===== src/rtl/probe_capture.sv =====
// probe_capture: transparent debug probe with a circular capture buffer.
//
// IN is passed straight to OUT. On EN_arm the block starts recording IN
// every cycle into a depth-entry ring. A masked match of IN against
// MATCH_VAL freezes the capture after posttrig further samples. The
// captured window is then read out oldest-first through RDY_rd/EN_rd.
//
// Ports:
//   CLK, RST_N            clock, asynchronous active-low reset
//   IN / OUT              probed signal and its combinational copy
//   MATCH_VAL, MATCH_MASK trigger compare value and mask (1 = compared)
//   EN_arm / RDY_arm      start a capture (accepted in IDLE and DONE)
//   EN_rd / RDY_rd        pop one readout sample (valid in DONE)
//   RD_DATA, RD_LAST      current readout sample and last-sample flag
//   TRIG_IDX              readout position of the trigger sample
//   STAMP                 cycles from arm to trigger, saturating
//   STATE                 0 IDLE, 1 ARMED, 2 POST, 3 DONE
module probe_capture #(
  parameter int size     = 32,
  parameter int depth    = 16,
  parameter int logdepth = 4,
  parameter int posttrig = 8
) (
  input  logic                CLK,
  input  logic                RST_N,
  input  logic [size-1:0]     IN,
  output logic [size-1:0]     OUT,
  input  logic [size-1:0]     MATCH_VAL,
  input  logic [size-1:0]     MATCH_MASK,
  input  logic                EN_arm,
  output logic                RDY_arm,
  input  logic                EN_rd,
  output logic                RDY_rd,
  output logic [size-1:0]     RD_DATA,
  output logic                RD_LAST,
  output logic [logdepth-1:0] TRIG_IDX,
  output logic [15:0]         STAMP,
  output logic [1:0]          STATE
);

  typedef enum logic [1:0] {
    S_IDLE  = 2'd0,
    S_ARMED = 2'd1,
    S_POST  = 2'd2,
    S_DONE  = 2'd3
  } state_t;

  localparam logic [logdepth:0]   DEPTH_N = (logdepth + 1)'(depth);
  localparam logic [logdepth-1:0] PT      = logdepth'(posttrig);

  state_t              state, state_next;
  logic [logdepth-1:0] wptr;
  logic [logdepth:0]   count;
  logic [logdepth-1:0] remain;
  logic [logdepth-1:0] rptr;
  logic [logdepth:0]   rcnt;
  logic [logdepth-1:0] trig_idx;
  logic [15:0]         stamp;

  logic [size-1:0]     mem [depth];

  logic                hit;
  logic                capturing;
  logic                arm_go;
  logic                pop;
  logic                done_entry;
  logic [logdepth-1:0] wptr_inc;
  logic [logdepth:0]   count_next;

  // The probed path never depends on state or reset.
  assign OUT = IN;

  assign hit        = ((IN ^ MATCH_VAL) & MATCH_MASK) == '0;
  assign capturing  = (state == S_ARMED) || (state == S_POST);
  assign RDY_arm    = (state == S_IDLE) || (state == S_DONE);
  assign RDY_rd     = (state == S_DONE) && (rcnt != '0);
  assign arm_go     = EN_arm && RDY_arm;
  // Arm wins over a simultaneous pop.
  assign pop        = EN_rd && RDY_rd && !arm_go;
  assign wptr_inc   = wptr + logdepth'(1);
  assign count_next = (count == DEPTH_N) ? count : count + (logdepth + 1)'(1);
  assign done_entry = (state == S_ARMED && hit && posttrig == 0) ||
                      (state == S_POST && remain == logdepth'(1));

  assign RD_DATA  = RDY_rd ? mem[rptr] : '0;
  assign RD_LAST  = RDY_rd && (rcnt == (logdepth + 1)'(1));
  assign TRIG_IDX = trig_idx;
  assign STAMP    = stamp;
  assign STATE    = state;

  always_comb begin
    state_next = state;
    case (state)
      S_IDLE:  if (EN_arm) state_next = S_ARMED;
      S_ARMED: if (hit) state_next = (posttrig == 0) ? S_DONE : S_POST;
      S_POST:  if (remain == logdepth'(1)) state_next = S_DONE;
      S_DONE: begin
        if (EN_arm)
          state_next = S_ARMED;
        else if (pop && rcnt == (logdepth + 1)'(1))
          state_next = S_IDLE;
      end
      default: state_next = S_IDLE;
    endcase
  end

  always_ff @(posedge CLK or negedge RST_N) begin
    if (!RST_N) begin
      state <= S_IDLE;
    end else begin
      state <= state_next;
    end
  end

  always_ff @(posedge CLK or negedge RST_N) begin
    if (!RST_N) begin
      wptr     <= '0;
      count    <= '0;
      remain   <= '0;
      rptr     <= '0;
      rcnt     <= '0;
      trig_idx <= '0;
      stamp    <= '0;
    end else if (arm_go) begin
      wptr     <= '0;
      count    <= '0;
      rcnt     <= '0;
      trig_idx <= '0;
      stamp    <= '0;
    end else if (capturing) begin
      wptr  <= wptr_inc;
      count <= count_next;
      if (state == S_ARMED) begin
        if (hit)
          remain <= PT;
        else if (stamp != 16'hFFFF)
          stamp <= stamp + 16'd1;
      end else begin
        remain <= remain - logdepth'(1);
      end
      // The window ends at the sample written this cycle; the oldest valid
      // entry sits nvalid slots behind the post-write pointer.
      if (done_entry) begin
        rptr     <= wptr_inc - count_next[logdepth-1:0];
        rcnt     <= count_next;
        trig_idx <= count_next[logdepth-1:0] - logdepth'(1) - PT;
      end
    end else if (pop) begin
      rptr <= rptr + logdepth'(1);
      rcnt <= rcnt - (logdepth + 1)'(1);
    end
  end

  // Capture storage is data only and is never cleared; RD_DATA masks it.
  always_ff @(posedge CLK) begin
    if (capturing) mem[wptr] <= IN;
  end

endmodule


===== config.mk =====
export PLATFORM = sky130hd
export DESIGN_NAME = probe_capture
export DESIGN_NICKNAME = d
export VERILOG_FILES = /design/src/rtl/probe_capture.sv
export SDC_FILE = /design/constraint.sdc
export NUM_CORES = 1
export LEC_CHECK = 0
export CAP_MARGIN = 10
export CORE_MARGIN = 2
export CORE_UTILIZATION = 55
export CTS_BUF_LIST = sky130_fd_sc_hd__clkbuf_8
export DETAILED_ROUTE_END_ITERATION = 12
export PLACE_DENSITY = 0.84
export SLEW_MARGIN = 20
export SYNTH_ARGS = -nofsm -noshare
export SYNTH_HDL_FRONTEND = slang
export SYNTH_SLANG_ARGS = --single-unit

===== constraint.sdc =====
create_clock -name CLK -period 5.8 [get_ports CLK]
set_input_delay 1.16 -clock CLK [delete_from_list [all_inputs] [get_ports CLK]]
set_output_delay 1.16 -clock CLK [all_outputs]
set_load 0.03 [all_outputs]

== After elaboration in Yosys (flattened, before gate mapping) ==
Memories as Yosys holds them, arrays and structs flattened.
Index checks and enable logic that the tools add are counted.
Cells by class
  add/subtract/negate cells: 9
  equality and inequality tests: 14
  muxes and demuxes: 31
  bitwise gates (word level): 3
  reduce and logical (&&, ||, !) cells: 25
Operator list (number)
  16-bit two-way mux: 5
  4-bit two-way mux: 10
  5-bit two-way mux: 7
  32-bit AND: 1
  32-bit logical NOT: 1
  32-bit two-way mux: 1
  32-bit XOR: 1
  16-bit by 1-bit adder with 16-bit output, second input constant: 1
  16-bit inequality test, second input constant: 1
  2-bit two-way mux: 5
  2-bit nonzero test: 5
  4-bit by 1-bit adder with 4-bit output, second input constant: 2
  2-bit case mux with 4 select lines: 1
  4-bit AND reduction: 2
  4-bit by 1-bit subtractor with 4-bit output, second input constant: 2
  1-bit logical AND: 7
  2-bit by 1-bit inequality test with 1-bit output, second input constant: 3
  3-bit AND reduction: 2
  5-bit by 1-bit adder with 5-bit output, second input constant: 1
  5-bit by 1-bit == test with 1-bit output, second input constant: 1
  5-bit == test, second input constant: 1
  5-bit nonzero test: 1
  5-bit by 1-bit subtractor with 5-bit output, second input constant: 1
  2-bit == test, second input constant: 2
  14 further kinds: 18
Word-level totals
  register bits after elaboration: 44
  memory bits (writable): 512
  input port bits: 100
  output and inout bits: 89
  word-level logic and storage cells: 91
  memories kept: 1
Memories
  mem: words 16, bits a word 32, read ports 1, clocked after Yosys merged registers in 0, wr ports 1, line 60  | logic [size-1:0] mem [depth];

== Logic depth before layout (Yosys ltp) ==
  depth in word-level cells: 9
  gate-level depth with buffers: 12
  mapped depth without buffers: 12

== Worst setup path before layout ==
Ideal clock, no wire load.
  path type: reg2reg
  from: reg state[0] (netlist: STATE[0])
  to: mem mem[0][0], enable pin
  library setup time: 461 ps
  arrival time: 3980 ps
  data required time: 5339 ps
  path slack: 1359 ps
  cell stages (with the launch flop): 7
  buffers on the path: 2
  clock period less this slack: 4441 ps
  cells stage by stage: dfrtp_1 > inv_1 > ha_1 > clkbuf_1 > buf_1 > nand2_1 > nor3_1
On the way
  longest elaborated chain between the ends: 4
  elaborated cells between the ends (all ways): 5
  classes of those cells: 2 x eq/ne; 2 x mux; 1 x reduce/logical
RTL lines
  start: declaration: line 51  | state_t state, state_next;
  start signal: assignment: line 111  | state <= state_next;
  2-bit by 1-bit == test with 1-bit output / 2-bit == test (equally long branches): line 74  | assign capturing = (state == S_ARMED) || (state == S_POST);
  1-bit logical OR *: line 74
  1-bit two-way mux *: line 156  | if (capturing) mem[wptr] <= IN;
  1-bit two-way mux (implied by the code) *: line 156
  end: declaration: line 60
Mark *: on every way between the ends. The rest lies on a longest branch, timed or not.

== Final worst setup path ==
  from: reg rptr[0]
  to: out RD_DATA[6]
On the way
  longest elaborated chain between the ends: 2
RTL lines
  start: declaration: line 55  | logic [logdepth-1:0] rptr;
  start signal: assignment: line 144  | rptr <= wptr_inc - count_next[logdepth-1:0];
  start signal: assignment: line 149  | rptr <= rptr + logdepth'(1);
  memory read 16 x 32 bit
  32-bit two-way mux: line 85  | assign RD_DATA = RDY_rd ? mem[rptr] : '0;
  end: declaration: line 34  | output logic [size-1:0] RD_DATA,
Every way passes these cells.

==> reports/metrics.yaml <==
post_cts_resized: 0
ios: 189
grt_start_max_net_pins: 51
crit_type: "reg -> out"
status: "finished, final reports clean"
start_util_pct: 55.8
fin_tns_setup_ns: 0
wire_per_inst_microns: 27.5
fp.dieW_microns: 208
drc: 0
clkTransAtPathRegs_ns: 0.05
dp_slack_ns: 0.931
core_sq_um: 40900
cts-root-buf: "clkbuf_8"
r2r-end: "mem[3][29]"
ff2ff_path_depth: 5
die_area_sq_um: 43100
endpoint: "RD_DATA[6]"
end_kind: "output pin"
fmaxAchievable_ghz: 0.200
cp.required_ns: 4.64
p_comb_share_pct: 33.5
slew_viol_final: 0
track_usage_pct: 25.4
via_count: 12200
rsz0062_at_grt: "no"
cts_tree: "done"
worstMarginPinSlew_ns: 0.972
fin_ws_ns: 0.801
drtIter0Drc: 1421
viasPerCell: 6.23
pwr-share-seq_pct: 42.8
hpwl_mm: 32.5
die_y_microns: 208
io_buffers: 188
cts_sinks: 556
wirelength_mm: 53.9
crit_path_start: "rptr[0]"
yosysTopAreaCell: "edfxtp_1"
fin_nets: 1487
ff2ff_setup_slack_ns: 2.70
ys_ff_latch: 556
slew_headroom_pct: 34.8
rows: 74
fin_crit_ns: 5.00
power_density_nw_per_um2: 462
antenna_left: 0
p_sw_mw: 4.06
critPathMaxFanout: 39
crit_arrival_ns: 3.84
synth_warnings: 0
pwr-share-clk_pct: 23.7
drv_cap: 0
p_sw_share_pct: 32.8
netlist.area_leader.share_pct: 67.4
synth-edff-count: 512
drive_above_1_share_pct: 22.9
seq_area_frac_synth_pct: 72.2
htree_levels: 3
diodes: 0
avgSynthCellArea_sq_um: 20.0
cts_hold_buf: 0
ir_drop_mv: 0.251
synth_area_leaders: "edfxtp_1 (67%), mux4_2 (16%), dfrtp_1 (4.8%), xor2_1 (1.4%), ha_1 (1.1%)"
worstReg2RegStart: "STATE[1]"
syn-cell-area_sq_um: 22800
finalHoldViolCount: 0
synthFlopType: "edfxtp_1"
fin_crit_sh_pct: 86.2
worst_setup_path_start_kind: "register"
grt-ovfl-total: 0
setup_violations: 0
hp-class: "reg -> reg"
async_reset_ff_share_pct: 7.91
cts_buffer_depth: 3
skew_ns: 0.0275
syn-num-nets: 1260
worstSkewPairLatency_ns: 0.65
post-cts-setup-buffers: 0
syn_inst: 1139
grt_pass1_wl_mm: 80.5
whs_path_depth: 1
drt_pass1_iterations: 5
cts_buffers: 86
gp_congestion: 0.834
grt_pass1_vias: 12700
p_int_mw: 8.33
syn2layout_area_growth_pct: 17.5
antenna_found_initial: 1
ys_types: 49
leakagePower_nw: 8.96
==> routing by layer <==
layer,part of all wire (%),up-vias,GRT usage (%),wire [microns]
li1,-,5051,-,-
met1,37,6252,34.7,20000
met2,50,785,41.5,26900
met3,9.7,123,5.02,5240
met4,3.1,0,8.93,1690
met5,0,-,0,0
==> worst min-delay path by stage <==
| stage | startpoint | to | slack (ns) |
|---|---|---|---|
| 2_1_floorplan | count[4] | count[4] | 0.49 |
| 5_1_grt | STAMP[15] | STAMP[15] | 0.53 |
| 3_5_place_dp | STAMP[15] | STAMP[15] | 0.49 |
| 6_report | STAMP[15] | STAMP[15] | 0.50 |
| 3_3_place_gp | TRIG_IDX[2] | TRIG_IDX[2] | 0.49 |
| 4_1_cts | STAMP[15] | STAMP[15] | 0.50 |
==> sequential cells by signal, indices dropped and copies added, names as in the netlist <==
register  cells
STAMP        16
STATE         2
TRIG_IDX      4
count         5
mem         512
rcnt          5
remain        4
rptr          4
wptr          4
==> layout make-up <==
type / instances / area [sq um]
Timing Repair Buffer: 222 / 2180
Tap cell: 532 / 666
Fill cell: 2650 / 14100
Inverter: 22 / 82.6
Multi-Input combinational cell: 478 / 5870
Clock inverter: 60 / 292
Sequential cell: 556 / 16500
Clock buffer: 89 / 1220
==> power by group through the flow <==
stage	Sequential, mW	Clock [mW]	Combinational [mW]
after global routing	5.36	3.14	4.42
final	5.30	2.94	4.15
after global placement	5.33	0	4.06
after CTS	5.30	2.99	4.20
after detailed placement	5.38	0	4.16
after floorplan	5.16	0	2.95
==> per-stage QoR <==
step           hold slack (ns)  std cells  util, %  total power [mW]  cell area, sq um
4_1_cts                  0.498       1959     65.5              12.5             26800
5_1_grt                  0.534       1959     65.5              12.9             26800
2_1_floorplan            0.489       1139        -              8.11             22800
3_5_place_dp             0.491       1810     61.8              9.54             25300
3_3_place_gp             0.492       1810     61.8              9.39             25300
6_report                 0.497       1959     65.5              12.4             26800
==> kinds of logic (layout without fill, tap and decap cells) <==
kind of cell / after synthesis / count (layout) / share of synthesized area [%]
flops: 556 / 556 / 72.2
fa+ha+maj: 22 / 22 / 1.23
xor+xnor: 50 / 50 / 1.92
simple gates: 162 / 162 / 3.64
buf+inv: 105 / 393 / 2.62
compound gates: 74 / 74 / 2.15
mux: 170 / 170 / 16.2
==> synth_stat cells, types with 13 or more instances <==
library cell,n
edfxtp_1,512
mux4_2,160
dfrtp_1,44
nand2_1,37
xor2_1,37
and2_1,33
buf_4,32
nor2_1,32
clkbuf_1,26
inv_1,22
ha_1,20
nand3_1,20
a21oi_1,17
a22oi_1,17
o21ai_0,16
xnor2_1,13
==> worst max-delay path, stage by stage (launching register included) <==
cell and delay [ns]:
dfrtp_4 0.95, buf_4 0.43, mux4_2 0.56, mux4_2 0.49, and2_1 0.17, clkdlybuf4s50_1 0.59
==> cells in the final DEF, fill, tap and decap left out, drive strengths merged, types with 17 or more instances in the layout <==
cell	Yosys	final
clkdlybuf4s50	0	187
clkbuf	26	89
clkinv	0	26
xor2	37	37
nand3	20	20
edfxtp	512	512
o21ai	17	17
a22oi	17	17
nand2	37	37
and2	33	33
ha	20	20
dfrtp	44	44
buf	57	35
inv	22	51
mux4	160	160
nor2	32	32
a21oi	17	17
Note: power is estimated with default switching activity, not from simulation.
==> RTL edit 1: new RTL, config.mk and constraints unchanged <==
Change the parameter `logdepth` from 4 to 3.
--- a/src/rtl/probe_capture.sv
+++ b/src/rtl/probe_capture.sv
@@ -19,5 +19,5 @@
   parameter int size     = 32,
   parameter int depth    = 16,
-  parameter int logdepth = 4,
+  parameter int logdepth = 3,
   parameter int posttrig = 8
 ) (
Ports: changed (resized TRIG_IDX); port bits go from 189 to 188. The function was not compared with the original's and may differ.
==> RTL edit 1 against the unedited design <==
Routed wire length decreased by 48%; area after synthesis decreased by 44%; sequential cell count decreased by 262; worst setup slack improved by 0.49 ns; design area decreased by 42%; sequential power decreased by 43%; worst hold slack improved by 0.0037 ns; total power decreased by 41%.
==> RTL edit 1: results <==
[outcome]
outcome = finished, final reports clean

[timing]
relSlewSlack = 0.352
fin_skew_ns = 0.0250
whs_ns = 0.500

[logic_synthesis]
synth_common_cells = edfxtp_1 (256), mux4_2 (64), nor2_1 (47), mux2i_1 (43), dfrtp_1 (38)
syn_nets = 859
synth_edf_count = 256
synth.yosys.seq_area_share = 0.682
ys_types = 53
synth_area_leaders = edfxtp_1 (61%), mux4_2 (11%), dfrtp_1 (7.5%), mux2i_1 (3.4%), xor2_1 (2.4%)
syn_area_per_cell_um2 = 17.1

[setup_path]
rr_endpoint = rptr[2]$_DFFE_PN0P_
r2r_slack_ns = 2.76
crit_fanout = 34
cp_slowest_stage_delay_ns = 0.69
arrival_ns = 3.34
cp_top_family = simple AND/OR/NAND/NOR gates
reg2reg_depth = 9
r2r-start = rcnt[0]$_DFFE_PN0P_
crit_path_top_delay_cell = nand2_2

[cells_and_area]
largest_reg_flops = 256
fillCellCount = 1415
nets = 1050
drive_above_1_share = 0.161

[hold_path]
min-delay-start = remain[1]$_DFFE_PN0P_
min_delay_worst_endpoint = remain[1]$_DFFE_PN0P_

[placed_design]
dpl.hpwl_mm = 17.9
place_congestion = 0.856
dp_cells = 1167

[clock_network]
cts_buffers = 47
htree_levels = 2

[detailed_routing]
avgRoutedWirePerCell_um = 22.5
vias_per_cell = 5.94
drtIter0Drc = 626
vias = 7379

[global_route]
antenna_found_initial = 0
grt_pass1_wl_mm = 42.7
grt_pass1_vias = 7753
track_usage = 0.235

[power]
p_leak_nw = 5.57
p_sw_mw = 2.52
peakVddDrop_v = 0.000245
## RTL edit 1: changes by cell type in the layout (fill, tap and decap cells not counted), sizes merged, moves of 18 or more
cell / change
clkbuf: -40
buf: -19
and2: -32
mux4: -96
clkinv: -18
edfxtp: -256
mux2i: +34
inv: -18
## RTL edit 1: final cells by class
class	count	area (um^2)	area share
sequential	294	8640	0.555
multi-input combinational	370	3680	0.236
timing repair buffer	203	2030	0.130
clock buffer	49	674	0.0433
tap	285	357	0.0229
clock inverter	26	145	0.00931
inverter	16	60.1	0.00385
## RTL edit 1: power groups by stage
stage | combinational (mW) | clock (mW) | sequential (mW)
2_1_floorplan | 1.84 | 0 | 2.94
3_3_place_gp | 2.60 | 0 | 3.05
3_5_place_dp | 2.67 | 0 | 3.08
4_1_cts | 2.69 | 1.59 | 3.04
5_1_grt | 2.87 | 1.69 | 3.08
6_report | 2.67 | 1.57 | 3.03
## RTL edit 1: through the flow
stage          setup slack (ns)   util
4_1_cts                    1.25  0.688
6_report                   1.30  0.688
3_5_place_dp               1.59  0.652
2_1_floorplan              1.50      -
5_1_grt                    1.09  0.688
3_3_place_gp               1.64  0.651
## RTL edit 1: worst max-delay path by stage
stage | cells after the start | to | start
final | 6 | RD_DATA[21] | rcnt[0]$_DFFE_PN0P_
after global routing | 5 | RD_DATA[25] | rptr[0]$_DFFE_PN0P_
after CTS | 5 | RD_DATA[31] | rptr[0]$_DFFE_PN0P_
after detailed placement | 7 | STAMP[5]$_DFFE_PN0P_ | IN[31]
after global placement | 7 | STAMP[15]$_DFFE_PN0P_ | IN[31]
after floorplan | 6 | mem[0][0]$_DFFE_PP_ | STATE[0]$_DFFE_PN0P_
## RTL edit 1: per-layer routing
metal | vias up | wire length (um) | global-route usage
met1 | 3691 | 11300 | 0.316
met3 | 55 | 2340 | 0.0508
met4 | 0 | 508 | 0.0673
met2 | 364 | 13800 | 0.391
met5 | - | 0 | 0
li1 | 3269 | - | -
## RTL edit 1: kinds of logic (layout without fill, tap and decap cells)
family,Yosys count,count (layout),share of synthesized area
compound gates,69,69,0.0364
flops,294,294,0.682
fa+ha+maj,18,18,0.0184
simple gates,137,137,0.0554
buf+inv,77,294,0.0333
mux,108,108,0.149
xor+xnor,38,38,0.0263
## RTL edit 1: worst register-to-register path, stage by stage (launching register included)
cell and delay (ns):
dfrtp_1 0.40, inv_1 0.15, ha_1 0.18, or3b_2 0.47, nand2_2 0.69, inv_1 0.19
a31oi_1 0.49, nor3b_1 0.10, o21ai_0 0.19, nand3_1 0.08
==> RTL edit 2: new RTL, same settings <==
Made on the original files. One comparison of `count` changes from == to >=.
--- a/src/rtl/probe_capture.sv
+++ b/src/rtl/probe_capture.sv
@@ -79,5 +79,5 @@
   assign pop        = EN_rd && RDY_rd && !arm_go;
   assign wptr_inc   = wptr + logdepth'(1);
-  assign count_next = (count == DEPTH_N) ? count : count + (logdepth + 1)'(1);
+  assign count_next = (count >= DEPTH_N) ? count : count + (logdepth + 1)'(1);
   assign done_entry = (state == S_ARMED && hit && posttrig == 0) ||
                       (state == S_POST && remain == logdepth'(1));
Check against the original RTL: same outputs for any inputs over 4 cycles, from zero or initial values and one cycle with RST_N low; that may be too few to reach the edited logic, so the function may still have changed.
==> RTL edit 2 against the unedited design <==
Total power hardly changed; utilization hardly changed; routed wire length is 0.53% lower; sequential cell count stayed put; combinational power is 2% higher; critical path depth stayed put; maximum frequency is 3.2% higher; worst setup slack better by 0.15 ns; clock skew hardly changed; die area hardly changed; global-route usage is 0.11 points lower; area after synthesis hardly changed; final cell count is 0.10% higher; design area hardly changed; highest routed layer is now met5.
==> RTL edit 2: results <==
[logic_synthesis]
ys_types = 53
synth_compound_area_frac = 0.0266
synth_area_leaders = edfxtp_1 (67%), mux4_2 (16%), dfrtp_1 (4.8%), xor2_1 (1.5%), ha_1 (1.2%)
synth_fa_ha_area_frac = 0.0124
synthXorXnorAreaFrac = 0.0173
synth.yosys.seq_area_share = 0.722
synth_common_cells = edfxtp_1 (512), mux4_2 (160), dfrtp_1 (44), xor2_1 (38)
muxShareOfSynthArea = 0.162

[detailed_routing]
vias_per_cell = 6.26
drtIter0Drc = 1411
dr.pass1.iters = 7
avgRoutedWirePerCell_um = 27.3

[outcome]
outcome = finished, final reports clean

[timing]
relSlewSlack = 0.360

[placed_design]
dpl.hpwl_mm = 32.7
place_congestion = 0.836

[setup_path]
crit_fanout = 46

[cells_and_area]
fillCellCount = 2614
nets = 1481
n_antenna_cell = 0
drive_above_1_share = 0.226

[power]
peakVddDrop_v = 0.000295
p_leak_nw = 8.87

[global_route]
track_usage = 0.253
grt_pass1_wl_mm = 79.9
grt_pass1_vias = 12702
antenna_found_initial = 2

[hold_path]
min-delay-path-class = input pin to asynchronous set/reset pin
## RTL edit 2: stage by stage
step | area, um^2 | instances | worst slack, ns
floorplan | 22800 | 1139 | 1.30
global placement | 25300 | 1803 | 1.61
detailed placement | 25300 | 1803 | 1.52
CTS | 26800 | 1960 | 0.914
global route | 26800 | 1961 | 0.855
finish | 26800 | 1961 | 0.955
## RTL edit 2: path summary, 6_finish.rpt
kind                                    startpoint                       to  slack [ns]  cells after the start
min                                          RST_N    STAMP[13]$_DFFE_PN0P_        0.40                      1
min reg2reg                TRIG_IDX[2]$_DFFE_PN0P_  TRIG_IDX[2]$_DFFE_PN0P_        0.50                      2
max                            rptr[1]$_DFFE_PN0P_               RD_DATA[1]        0.96                      5
max reg2reg                   STATE[1]$_DFFE_PN0P_      mem[0][6]$_DFFE_PP_        2.65                      6
min in group CLK           TRIG_IDX[2]$_DFFE_PN0P_  TRIG_IDX[2]$_DFFE_PN0P_        0.50                      2
max in group asynchronous                    RST_N      rptr[0]$_DFFE_PN0P_        4.89                      2
## RTL edit 2: cell type report
| type | instances | area (um^2) | area share |
|---|---|---|---|
| inverter | 22 | 82.6 | 0.00308 |
| multi-input combinational | 477 | 5930 | 0.221 |
| clock inverter | 68 | 285 | 0.0106 |
| sequential | 556 | 16500 | 0.615 |
| timing repair buffer | 217 | 2140 | 0.0800 |
| clock buffer | 89 | 1220 | 0.0457 |
| tap | 532 | 666 | 0.0248 |
## RTL edit 2: kinds of logic (layout without fill, tap and decap cells)
family,Yosys count,after routing
muxes,170,170
AOI/OAI and AO/OA,91,91
and+or+nand+nor,148,148
DFF,556,556
xor gates and xnor gates,45,45
adders and majority gates,23,23
buffers and inverters,106,396
## RTL edit 2: worst max-delay path, stage by stage (launching register included)
cell and delay, ns:
dfrtp_4 0.88, buf_4 0.50, mux4_2 0.39, mux4_2 0.48
and2_1 0.18, clkdlybuf4s50_1 0.60
## RTL edit 2: layer usage
metal	GRT usage	share of wire	vias up
met1	0.337	0.38	6296
met5	0	0.00017	-
met2	0.408	0.49	747
met4	0.0990	0.033	2
met3	0.0614	0.098	120
li1	-	-	5107
## RTL edit 2: where the power goes
group | switching [mW] | internal (mW) | total [mW]
registers | 0.356 | 4.89 | 5.25
clock network | 1.47 | 1.43 | 2.89
logic | 2.23 | 2.02 | 4.25
